==> src/rtl/uart_pkg.sv <==
// uart_pkg: shared UART state codes, line constants and divisor clamp.
package uart_pkg;
  typedef enum logic [3:0] {
    IDLE  = 4'h0,
    START = 4'h1,
    DATA  = 4'h2,
    STOP  = 4'h3
  } tx_state_e;
  localparam logic IDLE_LVL = 1'b1;
  localparam int FRAME_W = 8;
  function automatic logic [15:0] clamp_div(input logic [15:0] d);
    return d == 16'd0 ? 16'd1 : d;
  endfunction
endpackage

==> src/rtl/uart_baud_cnt.sv <==
// uart_baud_cnt: loadable bit-period down-counter with end-of-bit flags.
module uart_baud_cnt
  import uart_pkg::*;
(
  input  logic        clk,
  input  logic        rst,
  input  logic        load_i,
  input  logic        en_i,
  input  logic [15:0] div_i,
  output logic        bit_end_o,
  output logic        next_end_o
);
  logic [15:0] cnt_q, cnt_d, top;
  assign top = clamp_div(div_i) - 16'd1;
  assign bit_end_o = cnt_q == 16'd0;
  always_comb cnt_d = (load_i || (en_i && bit_end_o)) ? top : en_i ? cnt_q - 16'd1 : cnt_q;
  // lets the owner register a pulse that lands on the last cycle of the next bit
  assign next_end_o = cnt_d == 16'd0;
  always_ff @(posedge clk or posedge rst)
    if (rst) cnt_q <= '0;
    else cnt_q <= cnt_d;
endmodule

==> src/rtl/uart_tx_engine.sv <==
// uart_tx_engine: pops 16-bit FIFO words and sends each as two 8N1 UART frames.
module uart_tx_engine
  import uart_pkg::*;
#(
  parameter int STOP_BITS = 1,
  parameter bit HI_FIRST  = 1'b0
) (
  input  logic        clk,
  input  logic        rst,
  input  logic [15:0] tx_fifo_data,
  input  logic        tx_fifo_empty,
  output logic        tx_fifo_rd,
  input  logic [15:0] baud,
  output logic        txd,
  output logic [3:0]  state,
  output logic        tx_done
);
  localparam logic [2:0] LAST_STOP = 3'(STOP_BITS - 1);
  localparam logic [2:0] LAST_BIT = 3'(FRAME_W - 1);
  tx_state_e   state_q;
  logic        txd_q, rd_q, done_q, byte_q, bit_end, next_end;
  logic [2:0]  idx_q;
  logic [15:0] word_q, div_q;
  logic [7:0]  cur;
  assign cur = (byte_q ^ HI_FIRST) ? word_q[15:8] : word_q[7:0];
  uart_baud_cnt u_cnt (
    .clk        (clk),
    .rst        (rst),
    .load_i     (state_q == IDLE && rd_q),
    .en_i       (state_q != IDLE),
    .div_i      (div_q),
    .bit_end_o  (bit_end),
    .next_end_o (next_end)
  );
  // tx_done is registered one cycle early so it coincides with the final stop cycle
  always_ff @(posedge clk or posedge rst)
    if (rst) begin
      state_q <= IDLE;
      txd_q   <= IDLE_LVL;
      rd_q    <= 1'b0;
      done_q  <= 1'b0;
      byte_q  <= 1'b0;
      idx_q   <= '0;
      word_q  <= '0;
      div_q   <= '0;
    end else begin
      rd_q   <= 1'b0;
      done_q <= 1'b0;
      case (state_q)
        IDLE:
          if (rd_q) begin
            state_q <= START;
            txd_q   <= 1'b0;
            byte_q  <= 1'b0;
            idx_q   <= '0;
          end else if (!tx_fifo_empty) begin
            rd_q   <= 1'b1;
            word_q <= tx_fifo_data;
            div_q  <= baud;
          end
        START:
          if (bit_end) begin
            state_q <= DATA;
            txd_q   <= cur[0];
          end
        DATA:
          if (bit_end && idx_q == LAST_BIT) begin
            state_q <= STOP;
            idx_q   <= '0;
            txd_q   <= IDLE_LVL;
            done_q  <= byte_q && LAST_STOP == 3'd0 && next_end;
          end else if (bit_end) begin
            idx_q <= idx_q + 3'd1;
            txd_q <= cur[idx_q + 3'd1];
          end
        STOP:
          if (!bit_end) done_q <= byte_q && idx_q == LAST_STOP && next_end;
          else if (idx_q != LAST_STOP) begin
            idx_q  <= idx_q + 3'd1;
            done_q <= byte_q && idx_q + 3'd1 == LAST_STOP && next_end;
          end else if (!byte_q) begin
            state_q <= START;
            txd_q   <= 1'b0;
            byte_q  <= 1'b1;
            idx_q   <= '0;
          end else begin
            state_q <= IDLE;
            idx_q   <= '0;
          end
        default: begin
          state_q <= IDLE;
          txd_q   <= IDLE_LVL;
        end
      endcase
    end
  assign txd        = txd_q;
  assign tx_fifo_rd = rd_q;
  assign tx_done    = done_q;
  assign state      = state_q;
endmodule
==> config.mk <==
export PLATFORM = sky130hd
export DESIGN_NAME = uart_tx_engine
export DESIGN_NICKNAME = d
export VERILOG_FILES = /design/src/rtl/uart_pkg.sv /design/src/rtl/uart_baud_cnt.sv /design/src/rtl/uart_tx_engine.sv
export SDC_FILE = /design/constraint.sdc
export NUM_CORES = 1
export LEC_CHECK = 0
export CORE_UTILIZATION = 55
export DETAILED_ROUTE_END_ITERATION = 12
export PLACE_DENSITY = 0.77
export SETUP_SLACK_MARGIN = 0.5
export SLEW_MARGIN = 5
export SYNTH_ARGS = -nofsm -noshare
export SYNTH_HDL_FRONTEND = slang
export SYNTH_SLANG_ARGS = --single-unit
==> constraint.sdc <==
create_clock -name clk -period 3.1 [get_ports clk]
set_input_delay 0.93 -clock clk [delete_from_list [all_inputs] [get_ports clk]]
set_output_delay 0.93 -clock clk [all_outputs]
set_load 0.005 [all_outputs]
After elaboration in Yosys (flattened, before gate mapping). Index checks and enable logic that the tools add are counted.

Register bits after elaboration: 59. Bits of input ports: 35. Output and inout bits: 7. Word-level logic and storage cells: 87.

Add/subtract/negate cells: 3. Order comparisons: 1. Equal/unequal tests: 11. Mux-type cells: 37. Bitwise operators: 2. Reduce and logical (&&, ||, !) cells: 24.

Operator list (number): $logic_not A16 Y1 (3); $mux W16 (3); $sub A16 B1 Y16 const B (2); $mux W4 (5); $mux W1 (17); $pmux W4 S4 (1); $mux W3 (5); $ne A2 B2 Y1 const B (6); $pmux W3 S3 (1); $eq A4 B2 Y1 const B (2); $logic_and A1 B1 Y1 (8); $mux W8 (1); $reduce_and A4 Y1 (2); $logic_not A3 Y1 (2); $reduce_and A6 Y1 (1); $reduce_bool A3 Y1 (2); $reduce_and A5 Y1 (1); $eq A4 B1 Y1 const B (1); $logic_not A4 Y1 (1); $lt A3 B4 Y1 const B (1); $pmux W1 S2 (2); $pmux W1 S4 (1); $reduce_bool A4 Y1 (1); $add A3 B1 Y3 const B (1); 7 further kinds (8).

Depth between registers and ports, before layout.
Word-level depth: 9. Depth in mapped cells: 11. Gate-level depth less buffers: 11.

By module. Synthesis repeated with hierarchy kept, for this count alone.

Cell total of the unflattened synthesis: 294. Area total of the unflattened synthesis: 3320.7 um2.

Modules (own cells, without submodules): uart_tx_engine (times used 1, cells each 152, area an instance 2010.7 um2, seq. area each 1027.2 um2); uart_baud_cnt (times used 1, cells each 142, area an instance 1310.0 um2, seq. area each 400.4 um2).

Worst setup path after synthesis. Ideal clock, no wire load.

Kind: register to register. Start: register div_q[8]. End: register done_q (netlist: tx_done). Setup time: 68 ps. Data arrival time: 2615 ps. Data required time: 3032 ps. Path slack: 417 ps. Cell stages (with the launch flop): 12. Path buffers: 0. Clock period less this slack: 2683 ps. Cells stage by stage: dfrtp_1 -> or4_4 -> nor4_2 -> nor2_1 -> ha_1 -> nor3b_2 -> nand2b_4 -> or4_1 -> xor2_1 -> o21ai_2 -> nor4_1 -> and4_1.

Longest elaborated chain between the ends: 9. Elaborated cells between the ends (all ways): 12. Those cells by class: add/sub (1); mux (6); reduce/logical (5).

RTL lines: start: declaration (line uart_tx_engine.sv:23) `logic [15:0] word_q, div_q;`; start signal: assignment (line uart_tx_engine.sv:59) `div_q <= baud;`; $logic_not A16 Y1 (line uart_pkg.sv:12) `return d == 16'd0 ? 16'd1 : d;`; $mux W16 (*) (line uart_pkg.sv:12); $sub A16 B1 Y16 (*) (line uart_baud_cnt.sv:14) `assign top = clamp_div(div_i) - 16'd1;`; $mux W16 (*) (line uart_baud_cnt.sv:16) `always_comb cnt_d = (load_i || (en_i && bit_end_o)) ? top : en_i ? cnt_q - 16'd1 : cnt_q;`; net u_cnt.cnt_d[14] (line uart_baud_cnt.sv:13) `logic [15:0] cnt_q, cnt_d, top;`; $logic_not A16 Y1 (*) (line uart_baud_cnt.sv:18) `assign next_end_o = cnt_d == 16'd0;`; $logic_and A1 B1 Y1 (line uart_tx_engine.sv:80) `done_q <= byte_q && idx_q + 3'd1 == LAST_STOP && next_end;`; $mux W1 (line uart_tx_engine.sv:78) `else if (idx_q != LAST_STOP) begin`; $mux W1 (line uart_tx_engine.sv:77) `if (!bit_end) done_q <= byte_q && idx_q == LAST_STOP && next_end;`; $pmux W1 S2 (*) (line uart_tx_engine.sv:49) `case (state_q)`; end signal: assignment (line uart_tx_engine.sv:71) `done_q <= byte_q && LAST_STOP == 3'd0 && next_end;`; end signal: assignment (line uart_tx_engine.sv:77); end signal: assignment (line uart_tx_engine.sv:80); end: declaration (line uart_tx_engine.sv:21) `logic txd_q, rd_q, done_q, byte_q, bit_end, next_end;`.

The timed path passes the listed nets; every way through them passes the cells marked *. A chain may end at the register's enable or synchronous reset.

Worst setup path in the final report.
Start: register div_q[12]. End: register done_q (netlist: tx_done).

Longest elaborated chain between the ends: 9. Elaborated cells between the ends (all ways): 12. Those cells by class: add/sub (1); mux (6); reduce/logical (5).

RTL lines (line): $logic_not A16 Y1 (uart_pkg.sv:12); $mux W16 (*) (uart_pkg.sv:12); $sub A16 B1 Y16 (*) (uart_baud_cnt.sv:14); $mux W16 (*) (uart_baud_cnt.sv:16); $logic_not A16 Y1 (*) (uart_baud_cnt.sv:18); $logic_and A1 B1 Y1 (uart_tx_engine.sv:80); $mux W1 (uart_tx_engine.sv:78); $mux W1 (uart_tx_engine.sv:77); $pmux W1 S2 (*) (uart_tx_engine.sv:49).

Mark *: on every way between the ends. The rest lies on a longest branch, timed or not.

==> Implementation_results.wiki <==
{| class="wikitable"
! Metric !! Value
|-
| Worst Max-Slew Pin Slew || 0.518 ns
|-
| Number of top-level pins || 42
|-
| Hold buffer count at cts || 0
|-
| Number of design-rule violations left by the first detailed-router iteration || 187
|-
| Share of synthesized registers carrying an async set or reset || 100%
|-
| Maximum VDD drop || 0.650 mV
|-
| Maximum frequency from static timing analysis || 364 MHz
|-
| Ys Warns || 0
|-
| Status || completed
|-
| Insertion delay of the later-clocked pin in the worst-skew pair || 0.34 ns
|-
| Post-DP HPWL || 4650 um
|-
| Starting density of the core || 57.8%
|-
| Post-Syn Area || 3220 um^2
|-
| TritonCTS sink count || 57
|-
| Largest cells by area after synthesis || dfrtp_1 43%, mux2_2 11%, xnor2_1 4.3%
|-
| Worst Hold Class || flop to flop
|-
| Wire length of the first global-routing pass || 11600 um
|-
| Final wirelength || 7120 um
|-
| Chip Width || 78.6 um
|-
| Detail-routed via count per cell || 5.81
|-
| Number of antenna cells inserted || 0
|-
| List of cells traversed by the critical path || or4_4 > nor4_4 > nor2_2 > ha_2 > nor3b_4 > nand2b_4 > buf_6 > xnor2_2 > nor3_2 > a31oi_1 > nor4_1 > and4_1
|-
| Global placement routability congestion || 0.817
|-
| TritonCTS clock tree || done
|-
| Crit path max-delay cell type || or4_4
|-
| Max-cap violations || 0
|-
| Worst path bufs/invs || 1
|-
| Type of element launching the critical path || flop
|-
| Classification of the worst setup path || flop to flop
|-
| Critical path depth || 12
|-
| Critical Path Max Stage Delay || 0.58 ns
|-
| Number of failing hold endpoints at the final stage || 0
|-
| Grt total ovfl || 0
|-
| Number of instances on the worst hold path || 2
|-
| Number of enable flip-flop cells after synthesis || 0
|-
| Maximum net fanout on the critical path || 3
|-
| Layout cell share with drive strength beyond 1 || 31.0%
|-
| Primary flip-flop cell chosen by synthesis mapping || dfrtp_1
|-
| Number of nets in the finished design || 395
|-
| Worst endpoint required time || 3.37 ns
|-
| RSZ-0062 raised after global routing || yes
|-
| Total number of placement rows || 27
|-
| Vertical die dimension || 78.6 um
|-
| Kind of cell adding the most delay to the critical path || simple AND/OR/NAND/NOR gates
|-
| Count of buffers inserted at the top-level ports || 39
|-
| Final number of max-transition violations || 0
|-
| Post-Syn Instances || 285
|-
| Hold_ws || 0.488 ns
|-
| Flip-flop and latch count after synthesis || 57
|-
| Buffer depth of the longest clock path || 2
|-
| Die ar. || 6170 um^2
|-
| Post-synthesis sequential area ratio || 44.3%
|-
| Design Area, Final || 4110 um^2
|-
| Remaining routing DRC violations || 0
|-
| Arr. time, crit path || 3.02 ns
|-
| Mean post-synth cell area || 11.3 um^2
|-
| Total CTS buffers || 9
|-
| Post-detailed-placement cell area || 3700 um^2
|-
| Syn-to-layout area delta || 27.4%
|-
| Core area || 5570 um^2
|-
| Max-Slew Margin vs Limit || 65.2%
|-
| Root buffer cell || clkbuf_8
|-
| Endpoint class of the critical path || flop
|-
| Initial antenna violation count || 0
|-
| Fin crit share || 88.5%
|-
| Via count || 2482
|-
| Routed length per instance || 16.7 um
|-
| Portion of synthesized cell area occupied by the leading cell type || 43.5%
|-
| Skew final || 0.00700 ns
|-
| Number of iterations in the first detailed-routing pass || 4
|-
| Static power due to leakage || 1.69 nW
|-
| Clock period minus worst slack || 2.74 ns
|-
| Final setup vio count || 0
|-
| Largest net degree at the start of global routing || 35
|-
| Vias in the first global route || 2424
|-
| Power density over cell area || 982 nW/um^2
|-
| Aggregate negative setup slack || 0 ns
|-
| Antenna violation net count after detailed routing || 0
|-
| Total global routing track utilization || 24.7%
|-
| H-tree levels || 3
|-
| Number of distinct standard cells referenced by the synthesized netlist || 55
|-
| Reg clk slew, reported paths || 0.07 ns
|-
| Depth of the worst register-to-register path || 12
|-
| Cell type with the largest total area after synthesis || dfrtp_1
|}
## metrics by stage
step	util (%)	cells	worst slack, ns	power [mW]
after floorplan	-	286	0.565	2.61
after global placement	66.4	392	0.463	2.98
after detailed placement	66.4	392	0.364	3.02
after CTS	72.5	421	0.481	3.93
after global routing	73.7	427	0.242	4.29
final	73.7	427	0.356	4.03
## synthesized netlist by cell type (2+ instances only)
library cell,n
inv_1,14
nor4_1,4
mux2_2,32
or4_4,3
buf_2,2
a22o_1,2
o21ai_0,9
o21ai_1,7
mux2i_1,4
o21ai_2,2
or3_1,3
buf_6,2
dfrtp_1,56
nor2_1,20
a21oi_1,12
xnor2_1,16
nand2b_1,2
ha_1,10
nor4_2,4
o41ai_1,2
nand3_1,2
mux4_2,4
and4_1,2
a22oi_1,3
or4_1,3
xor2_1,8
nor3_1,6
nor3b_1,3
buf_4,2
mux2_1,2
a31oi_1,2
nor3_2,2
clkbuf_1,4
o211ai_1,2
nand2_1,14
## layer usage
layer / track usage (%) / wire length (um) / vias to the layer above
met2: 36.9 / 3380 / 86
met3: 3.95 / 334 / 11
met5: 0 / 0 / -
li1: - / - / 1157
met1: 35.6 / 3270 / 1228
met4: 10.7 / 133 / 0
## cell usage in the layout, fill, tap and decap left out, types with 3 or more instances in the layout
master,synthesis,final
dfrtp_1,56,51
clkdlybuf4s50_1,0,39
mux2_2,32,32
buf_4,2,23
nor2_1,20,18
xnor2_1,16,15
nand2_1,14,14
inv_1,14,13
a21oi_1,12,12
clkbuf_8,0,10
o21ai_0,9,9
ha_1,10,8
xor2_1,8,7
o21ai_1,7,7
or4_4,3,5
nor3_1,6,5
dfrtp_2,0,5
nor4_1,4,4
mux2i_1,4,4
mux4_2,4,4
nor4_2,4,3
nor3_2,2,3
or3_1,3,3
a22oi_1,3,3
clkbuf_1,4,3
## what timing repair did
item | CTS | global route
pin swaps | 11 | 7
endpoints found under the setup margin | 1 | 1
buffers inserted | 13 | 6
gates resized for setup | 8 | 6
## cell type report
| cell class | instances | area (um^2) |
|---|---|---|
| Multi-Input combinational cell | 205 | 1740 |
| Tap cell | 72 | 90.1 |
| Sequential cell | 57 | 1430 |
| Clock buffer | 13 | 149 |
| Inverter | 14 | 52.6 |
| Timing Repair Buffer | 63 | 574 |
| Clock inverter | 3 | 65.1 |
| Fill cell | 387 | 1470 |
## worst reg2reg max path: stages (launching register included)
cell and delay (ns):
dfrtp_2 0.42, or4_4 0.58, nor4_4 0.27, nor2_2 0.09
ha_2 0.20, nor3b_4 0.16, nand2b_4 0.08, buf_6 0.10
xnor2_2 0.07, nor3_2 0.16, a31oi_1 0.07, nor4_1 0.27
and4_1 0.23
## state kept, by name, summed over array words and instances (netlist names)
name / count
u_cnt.cnt_q: 16
state: 2
idx_q: 3
tx_fifo_rd: 1
div_q: 16
word_q: 16
tx_done: 1
byte_q: 1
txd: 1
## kinds of logic after synthesis
| family | share of synthesized area (%) |
|---|---|
| adders and majority gates | 3.88 |
| buffers and inverters | 3.57 |
| DFF | 44.3 |
| muxes | 15.9 |
| other | 0.116 |
| and+or+nand+nor | 16.3 |
| xor gates and xnor gates | 6.52 |
| AOI/OAI and AO/OA | 9.39 |
## path summary, 6_finish.rpt
kind | from | endpoint | slack (ns)
min in group asynchronous | rst | word_q[9]$_DFFE_PP0P_ | 0.94
setup / recovery | div_q[12]$_DFFE_PP0P_ | tx_done$_DFF_PP0_ | 0.36
max in group asynchronous | rst | div_q[10]$_DFFE_PP0P_ | 1.50
hold reg to reg | txd$_DFFE_PP1P_ | txd$_DFFE_PP1P_ | 0.49
hold / removal | txd$_DFFE_PP1P_ | txd$_DFFE_PP1P_ | 0.49
setup reg to reg | div_q[12]$_DFFE_PP0P_ | tx_done$_DFF_PP0_ | 0.36
## power breakdown
group / switching, mW / internal, mW / total [mW]
clock: 0.291 / 0.474 / 0.766
sequential: 0.361 / 1.12 / 1.48
combinational: 0.841 / 0.951 / 1.79
No activity file was read; power rests on OpenSTA's default activity.
